$ cat config.mk
export PLATFORM = sky130hd
export DESIGN_NAME = sram_burst_ctrl
export DESIGN_NICKNAME = d
export VERILOG_FILES = /design/src/rtl/sram_burst_ctrl.sv
export SDC_FILE = /design/constraint.sdc
export NUM_CORES = 1
export LEC_CHECK = 0
export BUFFER_PORTS_ARGS = -buffer_cell sky130_fd_sc_hd__buf_2
export CAP_MARGIN = 0
export CORE_UTILIZATION = 25
export DETAILED_ROUTE_END_ITERATION = 12
export SKIP_CTS_REPAIR_TIMING = 1
export SYNTH_ARGS = -nofsm -noshare
export SYNTH_HDL_FRONTEND = slang
export SYNTH_SLANG_ARGS = --single-unit
export TNS_END_PERCENT = 20
$ cat constraint.sdc
create_clock -name clk -period 3.8 [get_ports clk]
set_clock_uncertainty 0.2 [all_clocks]
set_input_delay 0.57 -clock clk [delete_from_list [all_inputs] [get_ports clk]]
set_output_delay 0.57 -clock clk [all_outputs]
set_load 0.02 [all_outputs]
$ cat src/rtl/sram_burst_ctrl.sv
// -----------------------------------------------------------------------------
// sram_burst_ctrl
//
// Burst access controller mastering a single-port SRAM that has a registered
// read address (mem_rdata shows the word addressed at the previous rising
// edge). One burst command is taken at a time and its beats move over
// valid/ready streams at up to one beat per cycle in either direction.
//
// Parameters:
//   DW  data width, must match the SRAM word width
//   AW  address width, SRAM depth is 2**AW
//
// Ports:
//   clk, rst_n                         clock, asynchronous active-low reset
//   cmd_valid/cmd_ready                command handshake (ready only when idle)
//   cmd_write, cmd_addr, cmd_len       1=write/0=read, start address, beats-1
//   wr_valid/wr_ready, wr_data         write beat stream into the controller
//   rd_valid/rd_ready, rd_data, rd_last read beat stream out of the controller
//   busy                               a burst is in progress
//   mem_we, mem_addr, mem_wdata        SRAM request port
//   mem_rdata                          SRAM read data (registered address)
// -----------------------------------------------------------------------------
module sram_burst_ctrl #(
  parameter int DW = 16,
  parameter int AW = 4
) (
  input  logic          clk,
  input  logic          rst_n,
  input  logic          cmd_valid,
  output logic          cmd_ready,
  input  logic          cmd_write,
  input  logic [AW-1:0] cmd_addr,
  input  logic [AW-1:0] cmd_len,
  input  logic          wr_valid,
  output logic          wr_ready,
  input  logic [DW-1:0] wr_data,
  output logic          rd_valid,
  input  logic          rd_ready,
  output logic [DW-1:0] rd_data,
  output logic          rd_last,
  output logic          busy,
  output logic          mem_we,
  output logic [AW-1:0] mem_addr,
  output logic [DW-1:0] mem_wdata,
  input  logic [DW-1:0] mem_rdata
);

  typedef enum logic [1:0] {
    IDLE     = 2'd0,
    WR       = 2'd1,
    RD_PRIME = 2'd2,
    RD       = 2'd3
  } state_t;

  state_t        state, state_nxt;
  logic [AW-1:0] ptr, ptr_nxt;
  logic [AW-1:0] remaining, remaining_nxt;

  // Read data is taken straight from the SRAM; it is only meaningful while
  // rd_valid is high.
  assign rd_data = mem_rdata;
  assign busy    = (state != IDLE);

  always_ff @(posedge clk or negedge rst_n) begin
    if (!rst_n) begin
      state     <= IDLE;
      ptr       <= '0;
      remaining <= '0;
    end else begin
      // NOTE: clocked state uses non-blocking assignments so every register
      // samples the pre-edge values, independent of statement order.
      state     <= state_nxt;
      ptr       <= ptr_nxt;
      remaining <= remaining_nxt;
    end
  end

  always_comb begin
    // NOTE: every output and next-state variable gets a default first, so no
    // path through the case statement can leave one unassigned (no latches).
    state_nxt     = state;
    ptr_nxt       = ptr;
    remaining_nxt = remaining;
    cmd_ready     = 1'b0;
    wr_ready      = 1'b0;
    rd_valid      = 1'b0;
    rd_last       = 1'b0;
    mem_we        = 1'b0;
    mem_addr      = ptr;
    mem_wdata     = '0;

    unique case (state)
      IDLE: begin
        cmd_ready = 1'b1;
        if (cmd_valid) begin
          ptr_nxt       = cmd_addr;
          remaining_nxt = cmd_len;
          state_nxt     = cmd_write ? WR : RD_PRIME;
        end
      end

      WR: begin
        wr_ready  = 1'b1;
        mem_we    = wr_valid;
        mem_wdata = wr_data;
        if (wr_valid) begin
          ptr_nxt = ptr + 1'b1;
          if (remaining == '0) begin
            state_nxt = IDLE;
          end else begin
            remaining_nxt = remaining - 1'b1;
          end
        end
      end

      // Presents the first address so the SRAM has registered it by the time
      // the first beat is offered.
      RD_PRIME: begin
        state_nxt = RD;
      end

      RD: begin
        rd_valid = 1'b1;
        rd_last  = (remaining == '0);
        if (rd_ready) begin
          // Look ahead on a handshake so the next word is already on
          // mem_rdata next cycle; on a stall the held address keeps rd_data
          // stable.
          mem_addr = ptr + 1'b1;
          ptr_nxt  = ptr + 1'b1;
          if (remaining == '0) begin
            state_nxt = IDLE;
          end else begin
            remaining_nxt = remaining - 1'b1;
          end
        end
      end

      default: state_nxt = IDLE;
    endcase
  end

endmodule

==> flow_metrics.env <==
export IMPL_status="complete, but fails checks"
export IMPL_violations="hold timing"
export IMPL_insertion_delay_ns=0.23
export IMPL_worst_ep_arrival_time_ns=2.10
export IMPL_antenna_found_initial=0
export IMPL_yosys_warnings=0
export IMPL_finalSetupViolations=0
export IMPL_num_rows=22
export IMPL_reg2regPathDepth=6
export IMPL_r2r_end="remaining[3]$_DFFE_PN0P_"
export IMPL_dpl_worst_slack_ns=1.15
export IMPL_cts_sinks=10
export IMPL_finalHoldViolations=2
export IMPL_drv_slew=0
export IMPL_hold_slack_ns=-0.000134
export IMPL_final_area_um2=1200
export IMPL_fillers=383
export IMPL_netlist_top_cells_area="dfrtp_1 26%, buf_4 12%, and2_1 12%"
export IMPL_avgRoutedWirePerCell_um=11.6
export IMPL_vias=957
export IMPL_total_power_mw=0.882
export IMPL_reg2reg_slack_ns=1.83
export IMPL_fin_util_pct=32.5
export IMPL_critPathRequiredTime_ns=3.03
export IMPL_cap_violations=0
export IMPL_syn_avg_cell_area_um2=8.16
export IMPL_seqCellArea_um2=250
export IMPL_drc_errors=0
export IMPL_synthArstFlopShare_pct=100
export IMPL_leakage_nw=0.602
export IMPL_overflow=0
export IMPL_cts_tree="done"
export IMPL_synth_distinct_cells=37
export IMPL_fin_nets=206
export IMPL_dieArea_um2=4110
export IMPL_numCtsBuffers=3
export IMPL_placedCellCount=201
export IMPL_synth_top_area_share_pct=26.0
export IMPL_multi_input_area_um2=558
export IMPL_antenna_cells=0
export IMPL_first_iter_violations=71
export IMPL_ant_nets=0
export IMPL_r2r_start="remaining[0]$_DFFE_PN0P_"
export IMPL_port_buffers=55
export IMPL_synth_edf_count=0
export IMPL_period_minus_slack_ns=2.87
export IMPL_cts_root_buf="clkbuf_8"
export IMPL_yosysSeqAreaShare_pct=26.0
export IMPL_htreeDepth=1
export IMPL_dp_final_hpwl_um=1860
export IMPL_place_gp_congestion=0.756
export IMPL_grt_max_degree=24
export IMPL_max_freq_ghz=0.348
export IMPL_end_kind="primary output"
export IMPL_slew_headroom_pct=50.7
export IMPL_path_max_fanout=23
export IMPL_setup_ws_ns=0.926
export IMPL_crit_end="mem_wdata[3]"
export IMPL_yosys_area_top_type="dfrtp_1"
export IMPL_place_area_um2=1160
export IMPL_syn_to_final_growth_pct=24.5
export IMPL_power_density_nw_per_um2=735
export IMPL_hold_class="input port to asynchronous set/reset pin"
export IMPL_die_w_um=64.1
export IMPL_setup_tns_ns=0
export IMPL_worstSetupPathType="flip-flop to primary output"
export IMPL_synth_flop_cell="dfrtp_1"
export IMPL_startpoint="state[0]$_DFFE_PN0P_"
export IMPL_period_share_pct=75.6
export IMPL_rsz0062_at_grt="false"
export IMPL_drtPass1Iterations=4
export IMPL_synthesis_area_um2=963
export IMPL_synth_most_common_cell="and2_1"
export IMPL_fin_cells=204
export IMPL_worstMarginPinSlew_ns=0.738
export IMPL_core_area_um2=3690
export IMPL_cts_buffer_depth=2
export IMPL_path_clk_slew_ns=0.05
export IMPL_vdd_drop_max_v=0.000198
export IMPL_die_h_um=64.1
export IMPL_grt_usage_pct=12.3
export IMPL_ioPinCount=88
export IMPL_synth_cells=118
export IMPL_yosys_top_cells_count="19 x and2_1, 16 x buf_4, 10 x dfrtp_1, 10 x nand2_1"
export IMPL_layout_drive_gt1_share_pct=40.4
export IMPL_wl_um=2370
export IMPL_synth_fp_nets=166
export IMPL_viasPerCell=4.69
export IMPL_start_util_pct=26.1
export IMPL_crit_path_start_kind="flip-flop"
export IMPL_synth_seq_cells=10
export IMPL_grt_pass1_vias=884
export IMPL_grt_pass1_wl_um=3970
[cells in the final DEF, fill, tap and decap left out]
cell,instances
a211oi_1,1
a21o_1,2
a21oi_1,2
a221o_1,1
a221oi_1,1
a22o_1,1
a22oi_1,1
a31o_1,2
a31oi_1,2
a32o_1,1
and2_1,19
and3_1,1
buf_2,55
clkbuf_8,3
dfrtp_1,10
ha_1,2
inv_1,4
mux2_2,2
mux2i_1,3
nand2_1,10
nand2b_1,1
nand3_1,4
nor2_1,5
nor2_2,1
nor2b_1,2
nor3_1,3
nor3b_1,1
nor3b_4,1
nor4_1,1
o211ai_1,1
o21a_1,1
o21ai_0,5
o311ai_0,1
or3_1,1
or3b_2,1
xnor2_1,2
xor2_1,2
[cell families (layout without fill, tap and decap cells)]
family	count (synthesis)	after routing	synth area share (%)
mux	5	5	5.45
flops	10	10	26.0
buf+inv	24	62	16.1
simple gates	51	51	30.0
compound gates	22	22	16.2
fa+ha+maj	2	2	2.60
xor+xnor	4	4	3.64
[how the worst min path moves through the flow]
stage                     startpoint                   end  cells past startpoint
after floorplan                rst_n    ptr[0]$_DFFE_PN0P_                      0
after global placement         rst_n    ptr[0]$_DFFE_PN0P_                      1
after detailed placement       rst_n  state[1]$_DFFE_PN0P_                      1
after CTS                      rst_n  state[1]$_DFFE_PN0P_                      1
after global routing           rst_n  state[0]$_DFFE_PN0P_                      1
final                          rst_n  state[1]$_DFFE_PN0P_                      1
[where the power goes]
group	total, mW	internal [mW]	switching, mW
clock network	0.109	0.0692	0.0397
registers	0.231	0.157	0.0747
logic	0.542	0.241	0.301
[per-layer routing]
metal  vias to the layer above  GRT usage (%)  part of all wire, %
li1                        468              -                    -
met1                       417           13.9                   41
met2                        62           21.3                   45
met3                        10           5.36                   13
met4                         0           2.56                  1.5
met5                         -              0                    0
[sequential cells by signal (all words and copies together), names as in the netlist]
signal / count
ptr: 4
remaining: 4
state: 2
[cell type report]
type | count | share of cell area [%]
well taps | 48 | 5.01
clock buffers | 3 | 3.44
inverters | 4 | 1.25
flip-flops and latches | 10 | 20.9
repair buffers | 55 | 22.9
multi-input cells | 84 | 46.5
[critical path, stage by stage (launching register included)]
cell     delay, ns
dfrtp_1       0.80
nor2b_1       0.69
and2_1        0.22
buf_2         0.16
Power figures use the tool's default switching activity.
